## config.mk

```make
export PLATFORM = sky130hd
export DESIGN_NAME = ped_req_arbiter_flat
export DESIGN_NICKNAME = d
export VERILOG_FILES = /design/src/rtl/ped_req_arbiter_pkg.sv /design/src/rtl/ped_req_arbiter_if.sv /design/src/rtl/ped_req_arbiter_hold_timer.sv /design/src/rtl/ped_req_arbiter.sv /design/src/flat_wrapper.sv
export SDC_FILE = /design/constraint.sdc
export NUM_CORES = 1
export LEC_CHECK = 0
export CORE_AREA = 2 2 131 158
export CTS_CLUSTER_DIAMETER = 150
export DETAILED_ROUTE_END_ITERATION = 12
export DIE_AREA = 0 0 133 160
export GPL_TIMING_DRIVEN = 0
export SLEW_MARGIN = 20
export SYNTH_ARGS = -nofsm -noshare
export SYNTH_HDL_FRONTEND = slang
export SYNTH_SLANG_ARGS = --single-unit
```

## constraint.sdc

```tcl
create_clock -name clk -period 5.3 [get_ports clk]
set_input_delay 1.06 -clock clk [delete_from_list [all_inputs] [get_ports clk]]
set_output_delay 1.06 -clock clk [all_outputs]
set_load 0.1 [all_outputs]
```

## src/rtl/ped_req_arbiter_pkg.sv

```systemverilog
// ped_pkg: shared defaults, direction index type and arbiter FSM states
package ped_pkg;
    localparam int N_DIR_DEF = 4;
    localparam int LONG_CYCLES_DEF = 150_000_000;
    typedef logic [$clog2(N_DIR_DEF)-1:0] dir_t;
    typedef enum logic {IDLE, OFFER} state_t;
endpackage

```

## src/rtl/ped_req_arbiter_if.sv

```systemverilog
// ped_req_arbiter_if: button inputs and request handshake between arbiter and phase controller
interface ped_req_arbiter_if import ped_pkg::*; #(parameter int N_DIR = N_DIR_DEF);
    logic [N_DIR-1:0]         btn_db;
    logic                     req_valid;
    logic [$clog2(N_DIR)-1:0] req_dir;
    logic                     req_urgent;
    logic                     req_ready;
    logic [N_DIR-1:0]         pending;
    modport master (input btn_db, req_ready, output req_valid, req_dir, req_urgent, pending);
    modport slave  (output btn_db, req_ready, input req_valid, req_dir, req_urgent, pending);
endinterface

```

## src/rtl/ped_req_arbiter_hold_timer.sv

```systemverilog
// ped_hold_timer: saturating press-duration counter with a one-cycle long-press pulse
module ped_hold_timer import ped_pkg::*; #(
    parameter int LONG_CYCLES = LONG_CYCLES_DEF
) (
    input  logic clk,
    input  logic rst,
    input  logic btn,
    output logic hit
);
    localparam int CW = $clog2(LONG_CYCLES + 1);
    localparam logic [CW-1:0] LIM = CW'(LONG_CYCLES);
    logic [CW-1:0] cnt;
    // count while held, stop at LIM, restart from zero on release
    always_ff @(posedge clk)
        if (rst || !btn) cnt <= '0;
        else if (cnt != LIM) cnt <= cnt + 1'b1;
    assign hit = btn && cnt == LIM - 1'b1;
endmodule

```

## src/rtl/ped_req_arbiter.sv

```systemverilog
// ped_req_arbiter: latches pedestrian presses and offers them round-robin, urgent first
module ped_req_arbiter import ped_pkg::*; #(
    parameter int N_DIR = N_DIR_DEF,
    parameter int LONG_CYCLES = LONG_CYCLES_DEF
) (
    input logic clk,
    input logic rst,
    ped_req_arbiter_if.master bus
);
    localparam int DW = $clog2(N_DIR);
    typedef logic [DW-1:0] idx_t;
    state_t state, state_nx;
    logic [N_DIR-1:0] prev, pend, urg, rise, hit, clr, cls;
    idx_t last, last_nx, dir, dir_nx, win;
    logic urg_r, urg_nx, xfer;

    function automatic idx_t rr_pick(input logic [N_DIR-1:0] req, input idx_t from);
        idx_t pick;
        logic found;
        pick = from;
        found = 1'b0;
        for (int k = 1; k <= N_DIR; k++) begin
            int idx;
            idx = (int'(from) + k) % N_DIR;
            if (!found && req[idx]) begin
                pick = idx_t'(idx);
                found = 1'b1;
            end
        end
        return pick;
    endfunction

    for (genvar i = 0; i < N_DIR; i++) begin : g_hold
        ped_hold_timer #(.LONG_CYCLES(LONG_CYCLES)) u_hold (
            .clk(clk),
            .rst(rst),
            .btn(bus.btn_db[i]),
            .hit(hit[i])
        );
    end

    assign rise = bus.btn_db & ~prev;
    assign xfer = state == OFFER && bus.req_ready;
    assign cls = |(pend & urg) ? pend & urg : pend;
    assign win = rr_pick(cls, last);

    // one-hot clear mask for the direction being transferred this edge
    always_comb begin
        clr = '0;
        clr[dir] = xfer;
    end

    // request bookkeeping (new presses win over a simultaneous clear) and offer registers
    always_ff @(posedge clk)
        if (rst) begin
            state <= IDLE;
            prev  <= '0;
            pend  <= '0;
            urg   <= '0;
            last  <= idx_t'(N_DIR - 1);
            dir   <= '0;
            urg_r <= 1'b0;
        end else begin
            state <= state_nx;
            prev  <= bus.btn_db;
            pend  <= (pend & ~clr) | rise | hit;
            urg   <= (urg & ~clr) | hit;
            last  <= last_nx;
            dir   <= dir_nx;
            urg_r <= urg_nx;
        end

    // capture a winner from IDLE, hold it through OFFER, note the grant on transfer
    always_comb begin
        state_nx = state;
        dir_nx   = dir;
        urg_nx   = urg_r;
        last_nx  = last;
        if (state == IDLE) begin
            if (|pend) begin
                state_nx = OFFER;
                dir_nx   = win;
                urg_nx   = urg[win];
            end
        end else if (xfer) begin
            state_nx = IDLE;
            last_nx  = dir;
        end
    end

    assign bus.req_valid  = state == OFFER;
    assign bus.req_dir    = dir;
    assign bus.req_urgent = urg_r;
    assign bus.pending    = pend;
endmodule
```

## src/flat_wrapper.sv

```systemverilog
// flat-port wrapper written by rule: the top's interface ports become plain ports
module ped_req_arbiter_flat import ped_pkg::*;
#(
    parameter int N_DIR = N_DIR_DEF,
    parameter int LONG_CYCLES = LONG_CYCLES_DEF
)
  (clk, rst, bus_btn_db, bus_req_ready, bus_req_valid, bus_req_dir, bus_req_urgent, bus_pending);
  ped_req_arbiter_if #(.N_DIR(N_DIR)) bus_i ();
  input logic clk;
  input logic rst;
  input wire logic [$bits(bus_i.btn_db)-1:0] bus_btn_db;
  input wire logic [$bits(bus_i.req_ready)-1:0] bus_req_ready;
  output wire logic [$bits(bus_i.req_valid)-1:0] bus_req_valid;
  output wire logic [$bits(bus_i.req_dir)-1:0] bus_req_dir;
  output wire logic [$bits(bus_i.req_urgent)-1:0] bus_req_urgent;
  output wire logic [$bits(bus_i.pending)-1:0] bus_pending;
  assign bus_i.btn_db = bus_btn_db;
  assign bus_i.req_ready = bus_req_ready;
  assign bus_req_valid = bus_i.req_valid;
  assign bus_req_dir = bus_i.req_dir;
  assign bus_req_urgent = bus_i.req_urgent;
  assign bus_pending = bus_i.pending;
  ped_req_arbiter #(.N_DIR(N_DIR), .LONG_CYCLES(LONG_CYCLES)) u_core (.clk(clk), .rst(rst), .bus(bus_i));
endmodule
```

==> impl_metrics.env <==
export IMPL_outcome="complete, no violations"
export IMPL_globalplace_congestion=0.779
export IMPL_clock_sinks=130
export IMPL_cts_root_buffer="clkbuf_16"
export IMPL_area_growth_synth_to_final_pct=17.8
export IMPL_die_area_sq_um=21300
export IMPL_yosysSeqAreaShare_pct=43.2
export IMPL_cp_data_required_time_ps=4240
export IMPL_num_rows=57
export IMPL_async_flop_share_pct=0
export IMPL_synth_edf_count=0
export IMPL_ctsLongestPathBuffers=2
export IMPL_synth_top_area_cell="dfxtp_1"
export IMPL_post_cts_setup_buffers=0
export IMPL_fmax_mhz=312
export IMPL_post_route_min_period_ps=3210
export IMPL_cp_arrival_ps=2150
export IMPL_power_density_nw_per_um2=329
export IMPL_cts_tree="yes"
export IMPL_cp_end_kind="output port"
export IMPL_fin_skew_ps=5.27
export IMPL_fin_crit_sh_pct=60.6
export IMPL_tns_ps=0
export IMPL_syn_nets=726
export IMPL_grt_pass1_vias=4476
export IMPL_synth_top_area_share_pct=43.2
export IMPL_grt_pass1_wl_mm=20.5
export IMPL_rsz0062_at_grt="no"
export IMPL_wirelength_mm=11.9
export IMPL_fp_coreArea_sq_um=19900
export IMPL_startpoint_type="flip-flop"
export IMPL_synth_cell_types=57
export IMPL_grt_usage_pct=11.7
export IMPL_tightest_slew_ps=1020
export IMPL_cp_num_buf_inv=1
export IMPL_path_class="flip-flop to output port"
export IMPL_endpoint="bus_req_dir[1]"
export IMPL_firstDrtPassIters=5
export IMPL_p_leak_nw=2.38
export IMPL_start_util_pct=30.3
export IMPL_crit_chain="clkdlybuf4s50_1"
export IMPL_netlist_instances=711
export IMPL_yosys_warnings=0
export IMPL_r2r_cells=7
export IMPL_drv_cap=0
export IMPL_cp_slowest_cell="clkdlybuf4s50_1"
export IMPL_die_width_microns=133
export IMPL_timing_rr_end="u_core.bus.req_urgent"
export IMPL_busiest_layer="met2"
export IMPL_h_tree_depth=4
export IMPL_ant_nets=0
export IMPL_final_util_pct=35.7
export IMPL_viasPerCell=4.66
export IMPL_antenna_found_initial=0
export IMPL_critPathMaxStageDelay_ps=1230
export IMPL_drtIter0Drc=254
export IMPL_final_common_cell="dfxtp_1"
export IMPL_hp_class="flip-flop to flip-flop"
export IMPL_cp_num_cells=1
export IMPL_remaining_drc_errors=0
export IMPL_ys_seq_elements=130
export IMPL_dp_hpwl_mm=8.33
export IMPL_crit_family="buffers and inverters"
export IMPL_num_vias=4754
export IMPL_ys_dominant_reg_cell="dfxtp_1"
export IMPL_antennaDiodeCount=0
export IMPL_slew_headroom_pct=32.0
export IMPL_met1_usage_pct=14.3
export IMPL_critPathMaxFanout=9
export IMPL_nets=758
export IMPL_r2r_start="u_core.bus.pending[2]"
export IMPL_ys_top_cells_by_area="dfxtp_1 (43%), xor2_1 (9.3%), nor2_1 (7.2%)"
export IMPL_detail_route_wl_per_cell_microns=11.7
export IMPL_crit_start="u_core.bus.req_dir[1]"
export IMPL_io_buffers=13
export IMPL_rrSetupSlack_ps=2700
export IMPL_clk_latency_ps=420
export IMPL_slew_viol_final=0
export IMPL_avgSynthCellArea_sq_um=8.48
export IMPL_grt_overflow=0
export IMPL_gr_usage_met3_pct=3.62
export IMPL_cts_resized=0
export IMPL_syn_area_sq_um=6030
export IMPL_cts_clk_slew_worst_paths_ps=60
export IMPL_ir_worst_vdd_mv=0.205
export IMPL_ioPinCount=15
export IMPL_cts_made_buffers=17
export IMPL_setup_violations=0
export IMPL_grt_max_degree=17
export IMPL_layout_common_cells="dfxtp_1 (130), nor2_1 (116), xor2_1 (64)"
export IMPL_hold_viol=0
export IMPL_drive_gt1_share_pct=6.75
export IMPL_power_mw=2.34
export IMPL_met2_usage_pct=19.1
export IMPL_die_h_microns=160
export IMPL_holdBufCountCts=0
-- sequential cells by signal (all words and copies together), names as in the netlist --
register                  cells
u_core.g_hold.u_hold.cnt    112
u_core.urg                    4
u_core.bus.pending            4
u_core.prev                   4
u_core.bus.req_urgent         1
u_core.bus.req_dir            2
u_core.bus.req_valid          1
u_core.last                   2
-- layer usage --
metal	share of wire, %	routed length, microns
met2	47	5660
met4	1.4	168
met3	3.6	429
met1	48	5680
met5	0	0
-- Yosys cell counts, types with 2 or more instances --
cell type  count
xnor2_1       27
mux2_1         2
nand4_1       24
a21oi_1       29
a222oi_1       2
o31ai_1        2
a211oi_1       2
o211ai_1       3
nor3_1        22
a31oi_1        2
mux2i_1        5
nor4_1        14
and4_1         7
nand3_1       50
o21ai_0       17
a211o_1        2
clkbuf_1      14
nand2b_1       9
or3_1         12
clkbuf_2       2
buf_1          2
or3b_2         2
inv_1         23
nand2_1       56
nor3b_1        3
a22oi_1        2
nor2_1       116
ha_1           8
xor2_1        64
buf_6          3
dfxtp_1      130
and3_1        21
nor4b_1        5
nor2b_1        5
buf_2          2
-- kinds of logic after synthesis --
| logic type | Yosys count | synth area share [%] |
|---|---|---|
| AO/OA/AOI/OAI | 72 | 7.53 |
| XOR/XNOR | 91 | 13.2 |
| adder cells (fa/ha/maj) | 8 | 1.66 |
| buffers and inverters | 48 | 3.67 |
| flip-flops | 130 | 43.2 |
| multiplexers | 7 | 1.20 |
| AND/OR/NAND/NOR | 355 | 29.6 |
-- tightest hold or removal path, delay by kind of cell, from the launching register on --
family / cells / cell delay, ps
AO/OA/AOI/OAI: 2 / 130
flip-flops: 1 / 320
-- area by class of cell --
cell class / count / area, sq um
Tap cell: 265 / 332
Clock inverter: 9 / 129
Timing Repair Buffer: 13 / 130
Clock buffer: 22 / 484
Multi-Input combinational cell: 533 / 3210
Sequential cell: 130 / 2600
Fill cell: 2016 / 12800
Inverter: 23 / 86.3
Buffer: 25 / 135
-- metrics by stage --
step                      hold WS [ps]  instances  area (sq um)  worst slack, ps
after floorplan                    453        711          6030             2530
after detailed placement           480        989          6490             2540
after global placement             463        989          6490             2530
after global routing               524       1020          7110             2020
final                              495       1020          7110             2090
after CTS                          490       1020          7110             2080
-- worst min path at each step --
stage / startpoint / endpoint / slack (ps) / cells past startpoint
after CTS: u_core.g_hold[3].u_hold.cnt[24] / u_core.g_hold[3].u_hold.cnt[24] / 490 / 2
after global routing: u_core.g_hold[0].u_hold.cnt[14] / u_core.g_hold[0].u_hold.cnt[14] / 520 / 2
after global placement: u_core.g_hold[2].u_hold.cnt[27] / u_core.g_hold[2].u_hold.cnt[27] / 460 / 2
after detailed placement: u_core.g_hold[3].u_hold.cnt[24] / u_core.g_hold[3].u_hold.cnt[24] / 480 / 2
final: u_core.g_hold[3].u_hold.cnt[24] / u_core.g_hold[3].u_hold.cnt[24] / 500 / 2
after floorplan: u_core.g_hold[2].u_hold.cnt[27] / u_core.g_hold[2].u_hold.cnt[27] / 450 / 2
-- where the power goes --
part / total (mW) / switching (mW) / internal (mW) / leakage [nW]
Sequential: 1.00 / 0.0150 / 0.989 / 1.05
Combinational: 0.126 / 0.0876 / 0.0380 / 1.04
Clock: 1.21 / 0.423 / 0.784 / 0.298
Total: 2.34 / 0.526 / 1.81 / 2.38
Note: power is estimated with default switching activity, not from simulation.
